<file path="src/rtl/ab_seq_pkg.sv">
`default_nettype none
// +--------------------------------------------------------------------+
// | ab_seq_pkg : shared types and constants for the a/b sequence gen   |
// | Rev 1.0                                                            |
// +--------------------------------------------------------------------+
package ab_seq_pkg;

    localparam int GAP_MAX   = 15;
    localparam int PEND_W    = 4;
    localparam int GAP_CNT_W = 4;

    typedef enum logic [1:0] {
        IDLE     = 2'd0,
        ISSUE_A  = 2'd1,
        GAP_WAIT = 2'd2,
        ISSUE_B  = 2'd3
    } ab_seq_state_e;

endpackage
`default_nettype wire

</file>
<file path="src/rtl/ab_seq_gen.sv">
`default_nettype none
// +--------------------------------------------------------------------+
// | ab_seq_gen : per trigger, pulse a_o then b_o GAP cycles later;     |
// |              queues triggers that arrive while a sequence runs.    |
// | Rev 1.0                                                            |
// +--------------------------------------------------------------------+
module ab_seq_gen
    import ab_seq_pkg::*;
#(
    parameter int GAP         = 1,
    parameter int MAX_PENDING = 4
) (
    input  logic              clk,
    input  logic              rst,
    input  logic              c_i,
    input  logic              clear_i,
    output logic              a_o,
    output logic              b_o,
    output logic              busy_o,
    output logic [PEND_W-1:0] pending_o,
    output logic              overflow_o
);

    localparam logic [GAP_CNT_W-1:0] C_GAP_LOAD = GAP_CNT_W'(GAP - 1);
    localparam logic [GAP_CNT_W-1:0] C_GAP_ONE  = GAP_CNT_W'(1);
    localparam logic [PEND_W-1:0]    C_MAX_PEND = PEND_W'(MAX_PENDING);
    localparam logic [PEND_W-1:0]    C_PEND_ONE = PEND_W'(1);

    generate
        if (GAP < 1 || GAP > GAP_MAX) begin : g_bad_gap
            $error("ab_seq_gen: GAP must be in 1..15");
        end
        if (MAX_PENDING < 1 || MAX_PENDING > (2**PEND_W) - 1) begin : g_bad_pend
            $error("ab_seq_gen: MAX_PENDING must be in 1..15");
        end
    endgenerate

    ab_seq_state_e          r_state;
    ab_seq_state_e          w_state_nxt;
    logic [GAP_CNT_W-1:0]   r_gap_cnt;
    logic [GAP_CNT_W-1:0]   w_gap_nxt;
    logic [PEND_W-1:0]      r_pending;
    logic [PEND_W-1:0]      w_pend_nxt;
    logic                   r_overflow;
    logic                   w_overflow_nxt;
    logic                   w_slot_free;
    logic                   w_launch;
    logic                   w_drop;

    // A new sequence may start from IDLE or overlap the b-phase cycle.
    assign w_slot_free = (r_state == IDLE) || (r_state == ISSUE_B);
    assign w_launch    = w_slot_free && (c_i || (r_pending != '0));
    assign w_drop      = !w_launch && c_i && (r_pending == C_MAX_PEND);

    always_ff @(posedge clk or posedge rst) begin
        if (rst) begin
            r_state    <= IDLE;
            r_gap_cnt  <= '0;
            r_pending  <= '0;
            r_overflow <= 1'b0;
        end else begin
            r_state    <= w_state_nxt;
            r_gap_cnt  <= w_gap_nxt;
            r_pending  <= w_pend_nxt;
            r_overflow <= w_overflow_nxt;
        end
    end

    always_comb begin
        w_state_nxt = r_state;
        w_gap_nxt   = r_gap_cnt;
        case (r_state)
            IDLE, ISSUE_B: begin
                if (w_launch) begin
                    w_state_nxt = ISSUE_A;
                end else begin
                    w_state_nxt = IDLE;
                end
            end
            ISSUE_A: begin
                if (GAP == 1) begin
                    w_state_nxt = ISSUE_B;
                end else begin
                    w_gap_nxt   = C_GAP_LOAD;
                    w_state_nxt = GAP_WAIT;
                end
            end
            GAP_WAIT: begin
                w_gap_nxt = r_gap_cnt - C_GAP_ONE;
                if (r_gap_cnt == C_GAP_ONE) begin
                    w_state_nxt = ISSUE_B;
                end
            end
            default: begin
                w_state_nxt = IDLE;
            end
        endcase
    end

    // A launch with a queued entry consumes that entry and enqueues c_i in its place.
    always_comb begin
        w_pend_nxt = r_pending;
        if (w_launch) begin
            if ((r_pending != '0) && !c_i) begin
                w_pend_nxt = r_pending - C_PEND_ONE;
            end
        end else if (c_i && !w_drop) begin
            w_pend_nxt = r_pending + C_PEND_ONE;
        end
    end

    always_comb begin
        w_overflow_nxt = r_overflow;
        if (w_drop) begin
            w_overflow_nxt = 1'b1;
        end else if (clear_i) begin
            w_overflow_nxt = 1'b0;
        end
    end

    assign a_o        = (r_state == ISSUE_A);
    assign b_o        = (r_state == ISSUE_B);
    assign busy_o     = (r_state != IDLE);
    assign pending_o  = r_pending;
    assign overflow_o = r_overflow;

endmodule
`default_nettype wire

</file>
<file path="config.mk">
export PLATFORM = sky130hd
export DESIGN_NAME = ab_seq_gen
export DESIGN_NICKNAME = d
export VERILOG_FILES = /design/src/rtl/ab_seq_pkg.sv /design/src/rtl/ab_seq_gen.sv
export SDC_FILE = /design/constraint.sdc
export NUM_CORES = 1
export LEC_CHECK = 0
export ABC_AREA = 1
export BUFFER_PORTS_ARGS = -buffer_cell sky130_fd_sc_hd__buf_2
export CAP_MARGIN = 20
export CORE_UTILIZATION = 50
export DETAILED_ROUTE_END_ITERATION = 6
export GPL_TIMING_DRIVEN = 0
export PLACE_DENSITY = 0.7
export SYNTH_ARGS = -nofsm -noshare
export SYNTH_HDL_FRONTEND = slang
export SYNTH_SLANG_ARGS = --single-unit
</file>
<file path="constraint.sdc">
create_clock -name clk -period 3.2 [get_ports clk]
set_clock_uncertainty 0.2 [all_clocks]
set_input_delay 0.16 -clock clk [delete_from_list [all_inputs] [get_ports clk]]
set_output_delay 0.16 -clock clk [all_outputs]
set_load 0.02 [all_outputs]
</file>
Word-level counts from Yosys, hierarchy flattened

Cells that the tools add are included.

Add/subtract/negate cells: 3
Equality and inequality tests: 7
Muxes and demuxes: 8
Reduce and logical (&&, ||, !) cells: 17

Operators by type and width:

| cell                                                  | count |
|---|---|
| 2-to-1 mux 4 bit                                      | 3 |
| subtractor 4 x 1 -> 4 bit, second input constant      | 2 |
| case mux 2 bit (3 select lines)                       | 1 |
| nonzero test 2 bit                                    | 3 |
| logical AND 1 bit                                     | 5 |
| adder 4 x 1 -> 4 bit, second input constant           | 1 |
| equality test 2 bit, second input constant            | 2 |
| equality test 4 x 1 -> 1 bit, second input constant   | 1 |
| equality test 4 x 3 -> 1 bit, second input constant   | 1 |
| nonzero test 4 bit                                    | 1 |
| zero test 1 bit                                       | 3 |
| 2-to-1 mux 1 bit                                      | 3 |
| equality test 2 x 1 -> 1 bit, second input constant   | 1 |
| zero test 2 bit                                       | 1 |
| logical OR 1 bit                                      | 2 |
| 2-to-1 mux 2 bit                                      | 1 |
| inequality test 2 x 1 -> 1 bit, second input constant | 1 |
| inequality test 2 bit, second input constant          | 1 |
| AND reduction 2 bit                                   | 1 |
| OR reduction 2 bit                                    | 1 |

Flip-flop bits (word level): 11
Bits of input ports: 4
Output and inout bits: 8
Word-level logic and storage cells: 39

Logic depth before layout (Yosys ltp)

Word-level depth: 10
Depth in mapped cells: 13
Mapped depth without buffers: 13

Worst setup path before layout

OpenSTA, ideal clock, no wires.

Path type: register to register
Start: reg r_state[0]
End: reg r_pending[3], in the netlist pending_o[3]
Arrival time: 1,693 ps
Data required time: 2,883 ps
Setup slack: 1,190 ps
Cell stages (with the launch flop): 14
Path through: dfrtp_1 inv_1 ha_1 inv_1 nand2_2 inv_1 ha_1 nand3_1 nand3_1 inv_1 nand2_2 nand3_2 nand2_1 nand2_1

Word-level cells in the longest chain between the ends: 10
Elaborated cells between the ends (all ways): 13

RTL lines:

| item                                                          | line              | text |
|---|---|---|
| start, declared                                               | ab_seq_gen.sv:38  | `ab_seq_state_e r_state;` |
| start signal, assigned                                        | ab_seq_gen.sv:62  | `r_state <= w_state_nxt;` |
| equality test 2 bit / zero test 2 bit (equally long branches) | ab_seq_gen.sv:51  | `assign w_slot_free = (r_state == IDLE) \|\| (r_state == ISSUE_B);` |
| logical OR 1 bit (*)                                          | ab_seq_gen.sv:51  |  |
| logical AND 1 bit (*)                                         | ab_seq_gen.sv:52  | `assign w_launch = w_slot_free && (c_i \|\| (r_pending != '0));` |
| zero test 1 bit                                               | ab_seq_gen.sv:53  | `assign w_drop = !w_launch && c_i && (r_pending == C_MAX_PEND);` |
| logical AND 1 bit (2 in series)                               | ab_seq_gen.sv:53  |  |
| zero test 1 bit                                               | ab_seq_gen.sv:107 | `end else if (c_i && !w_drop) begin` |
| logical AND 1 bit                                             | ab_seq_gen.sv:107 |  |
| nonzero test 2 bit (no source line)                           | -                 |  |
| AND reduction 2 bit (no source line)                          | -                 |  |
| end signal, assigned                                          | ab_seq_gen.sv:64  | `r_pending <= w_pend_nxt;` |
| end, declared                                                 | ab_seq_gen.sv:42  | `logic [PEND_W-1:0] r_pending;` |

Mark *: on every way between the ends. The rest lies on a longest branch, timed or not.
A chain may end at the register's enable or synchronous reset.

Worst setup path in the final report

Start: reg r_state[1]
End: reg r_pending[3], in the netlist pending_o[3]

Same word-level chain as after synthesis.

==> metrics <==
Synth top area share between 30% and 40%; FP Rows 13; Worst Setup End Kind register; Synth Area in Simple Gates between 20% and 30%; Max-cap violations 0; die area between 1500 and 2000 µm²; PD cells approximately 1100 nW/µm²; Skew-Pair Late Insertion Delay approximately 260 ps; Area Overhead vs Synth 18.6%; placed insts ~110; Core ar. between 1000 and 1500 µm²; max incr delay on CP between 300 and 400 ps; Avg WL per Cell a little over 10 µm; main combinational cell family by area after synthesis simple AND/OR/NAND/NOR gates; CTS tree yes; # clock sinks 11; router iterations before antenna repair 6; gpl congestion just over 0.8; period utilization approximately two thirds; all-layer global routing usage 19.8%; Peak Freq 0.460 GHz; share of cell area taken by muxes after synthesis 0%; status complete, but fails checks; Fin. Hold Viols 0; CP arrival ~2100 ps; die extent in x approximately 40 µm; vias in the first global route ~500; die extent in y around 39 µm; compound-cell area share of the yosys netlist just over 5%; CP delay by family, top adder cells; pin count of the biggest net entering global routing 12; worst-path maximum fanout 5; final setup vio count 0; Critical-path top delay cell dfrtp_1; DPL Wire Length about 900 µm; peak supply drop around 0.61 mV; post-route setup TNS 0 ps; DRC viols 1; sequential share of the synthesized area approximately two fifths; 1st-iter DRT viols 9; Synth cell types 18; number of port buffers 11; post-synth top area cell dfrtp_1; violated checks design-rule violations; mapped cell area around 700 µm²; nets@finish roughly 110; #FFs+latches synth 11; global-route wire length before repair a little under 2 mm; Yosys warning count 0; antenna viol nets, final 0; relative slew slack a little under three quarters; post-layout min period ~2200 ps; Critical Path Start Type register; Critical Path RT between 3000 and 4000 ps; Final Max Tran Viols 0; I/O pin count 12; transition time at the pin with the least slew margin around 420 ps; Vias approximately 520; initial antenna violation count 0; # diodes 0; routed wire length about 1.1 mm; CP Cell Sequence inv_1 > ha_1 > inv_1 > nand2_2 > inv_1 > ha_1 > nand3_1 > nand3_1 > nand3_1 > nand3_2 > nand2_1 > nand2_1; grt total ovfl 0; CTS H-Tree Depth 1; Mapped Nets 94; RSZ-0062 raised after global routing false; layout cells sized above 1 between 20% and 30%; largest cells by area after synthesis dfrtp_1 (39%), ha_1 (14%), inv_1 (9.7%); synthesized instance count between 80 and 90; Leak between 0.0004 and 0.0005 µW; total setup buffers inserted after CTS 0; Post-Synth Adder-Cell Area between 15 and 20%; CP Class reg -> reg; Initial Utilization between 50% and 60%; Avg Inst Size Synth around 8.6 µm²; Via density around 4.6; worst path bufs/invs 3; Reg clk slew, reported paths about 70 ps; CTS max path bufs 2; CTS buffer count 3; Hold WC Path Type in -> reg; area share of xor/xnor cells in the synthesized design 6.26%; root buf cell clkbuf_4; final cell count without fillers ~110
cells by family after synthesis:
logic type / count (synthesis)
AND/OR/NAND/NOR: 29
adder cells (fa/ha/maj): 9
flip-flops: 11
XOR/XNOR: 5
AO/OA/AOI/OAI: 7
buffers and inverters: 20
final cells by class:
cell class	instances	area [µm²]
clock buffers	4	26.3
well taps	15	18.8
inverters	20	75.1
multi-input cells	50	349
flip-flops and latches	11	275
fillers	117	472
repair buffers	14	85.1
flip-flops by register name (all words and copies together), names as in the netlist:
register	flops
pending_o	4
r_gap_cnt	4
r_state	2
overflow_o	1
per-layer routing:
layer | routed length [µm] | track usage [%]
met4 | 0 | 12.9
met1 | 541 | 22.3
met2 | 573 | 33.6
met5 | 0 | 0
met3 | 30 | 3.41
power breakdown:
part	internal (µW)	switching, µW	leakage (µW)
Sequential	202	58.3	0.000132
Combinational	209	324	0.000312
Clock	48.2	43.5	0.0000150
Total	459	426	0.000459
path summary, 6_finish.rpt:
check                                    startpoint                       end  slack (ps)  cells after the start
max in group asynchronous                       rst  r_gap_cnt[3]$_DFFE_PP0N_        2280                      3
max reg2reg                  r_state[1]$_DFFE_PP0P_  pending_o[3]$_DFFE_PP0P_        1030                     12
min reg2reg                r_gap_cnt[2]$_DFFE_PP0N_  r_gap_cnt[2]$_DFFE_PP0N_         300                      2
max                          r_state[1]$_DFFE_PP0P_  pending_o[3]$_DFFE_PP0P_        1030                     12
min                                             c_i    r_state[0]$_DFFE_PP0P_         100                      5
min in group asynchronous                       rst  r_gap_cnt[0]$_DFFE_PP0N_         230                      3
per-stage QoR:
stage	area (µm²)	util (%)	setup slack, ps	hold slack, ps	power [µW]
2_1_floorplan	699	-	1190	-188	687
3_3_place_gp	773	59.4	1070	-25.9	774
3_5_place_dp	773	59.4	1030	-27.5	800
4_1_cts	830	63.7	1010	86.4	901
5_1_grt	830	63.7	805	127	990
6_report	830	63.7	1030	102	885
what timing repair did:
item,in CTS,in global routing
hold buffers,3,0
gates resized for setup,0,0
endpoints found under the hold margin,12,0
layout by cell type (no fill, tap or decap), types with 3 or more instances in the layout:
master         count
nor2_1             5
dfrtp_1           11
o21ai_1            4
inv_1             18
ha_1               8
nand3_1            4
nand2_1           11
xor2_1             4
dlygate4sd3_1      3
nand2_2            3
clkbuf_4           3
buf_2             11
synth_stat cells (all sizes together):
cell,instances
xnor2,1
o21ai,4
a21oi,2
nor2,6
inv,20
xor2,4
dfrtp,11
fa,1
ha,8
nand4,2
nand2,15
nand3,6
o22ai,1
tightest hold or removal path, cell delays in order:
cell and delay, ps:
buf_2 100, inv_1 50, nand3_2 90, o21ai_1 60, o21ai_1 70
(Power assumes the default switching activity.)
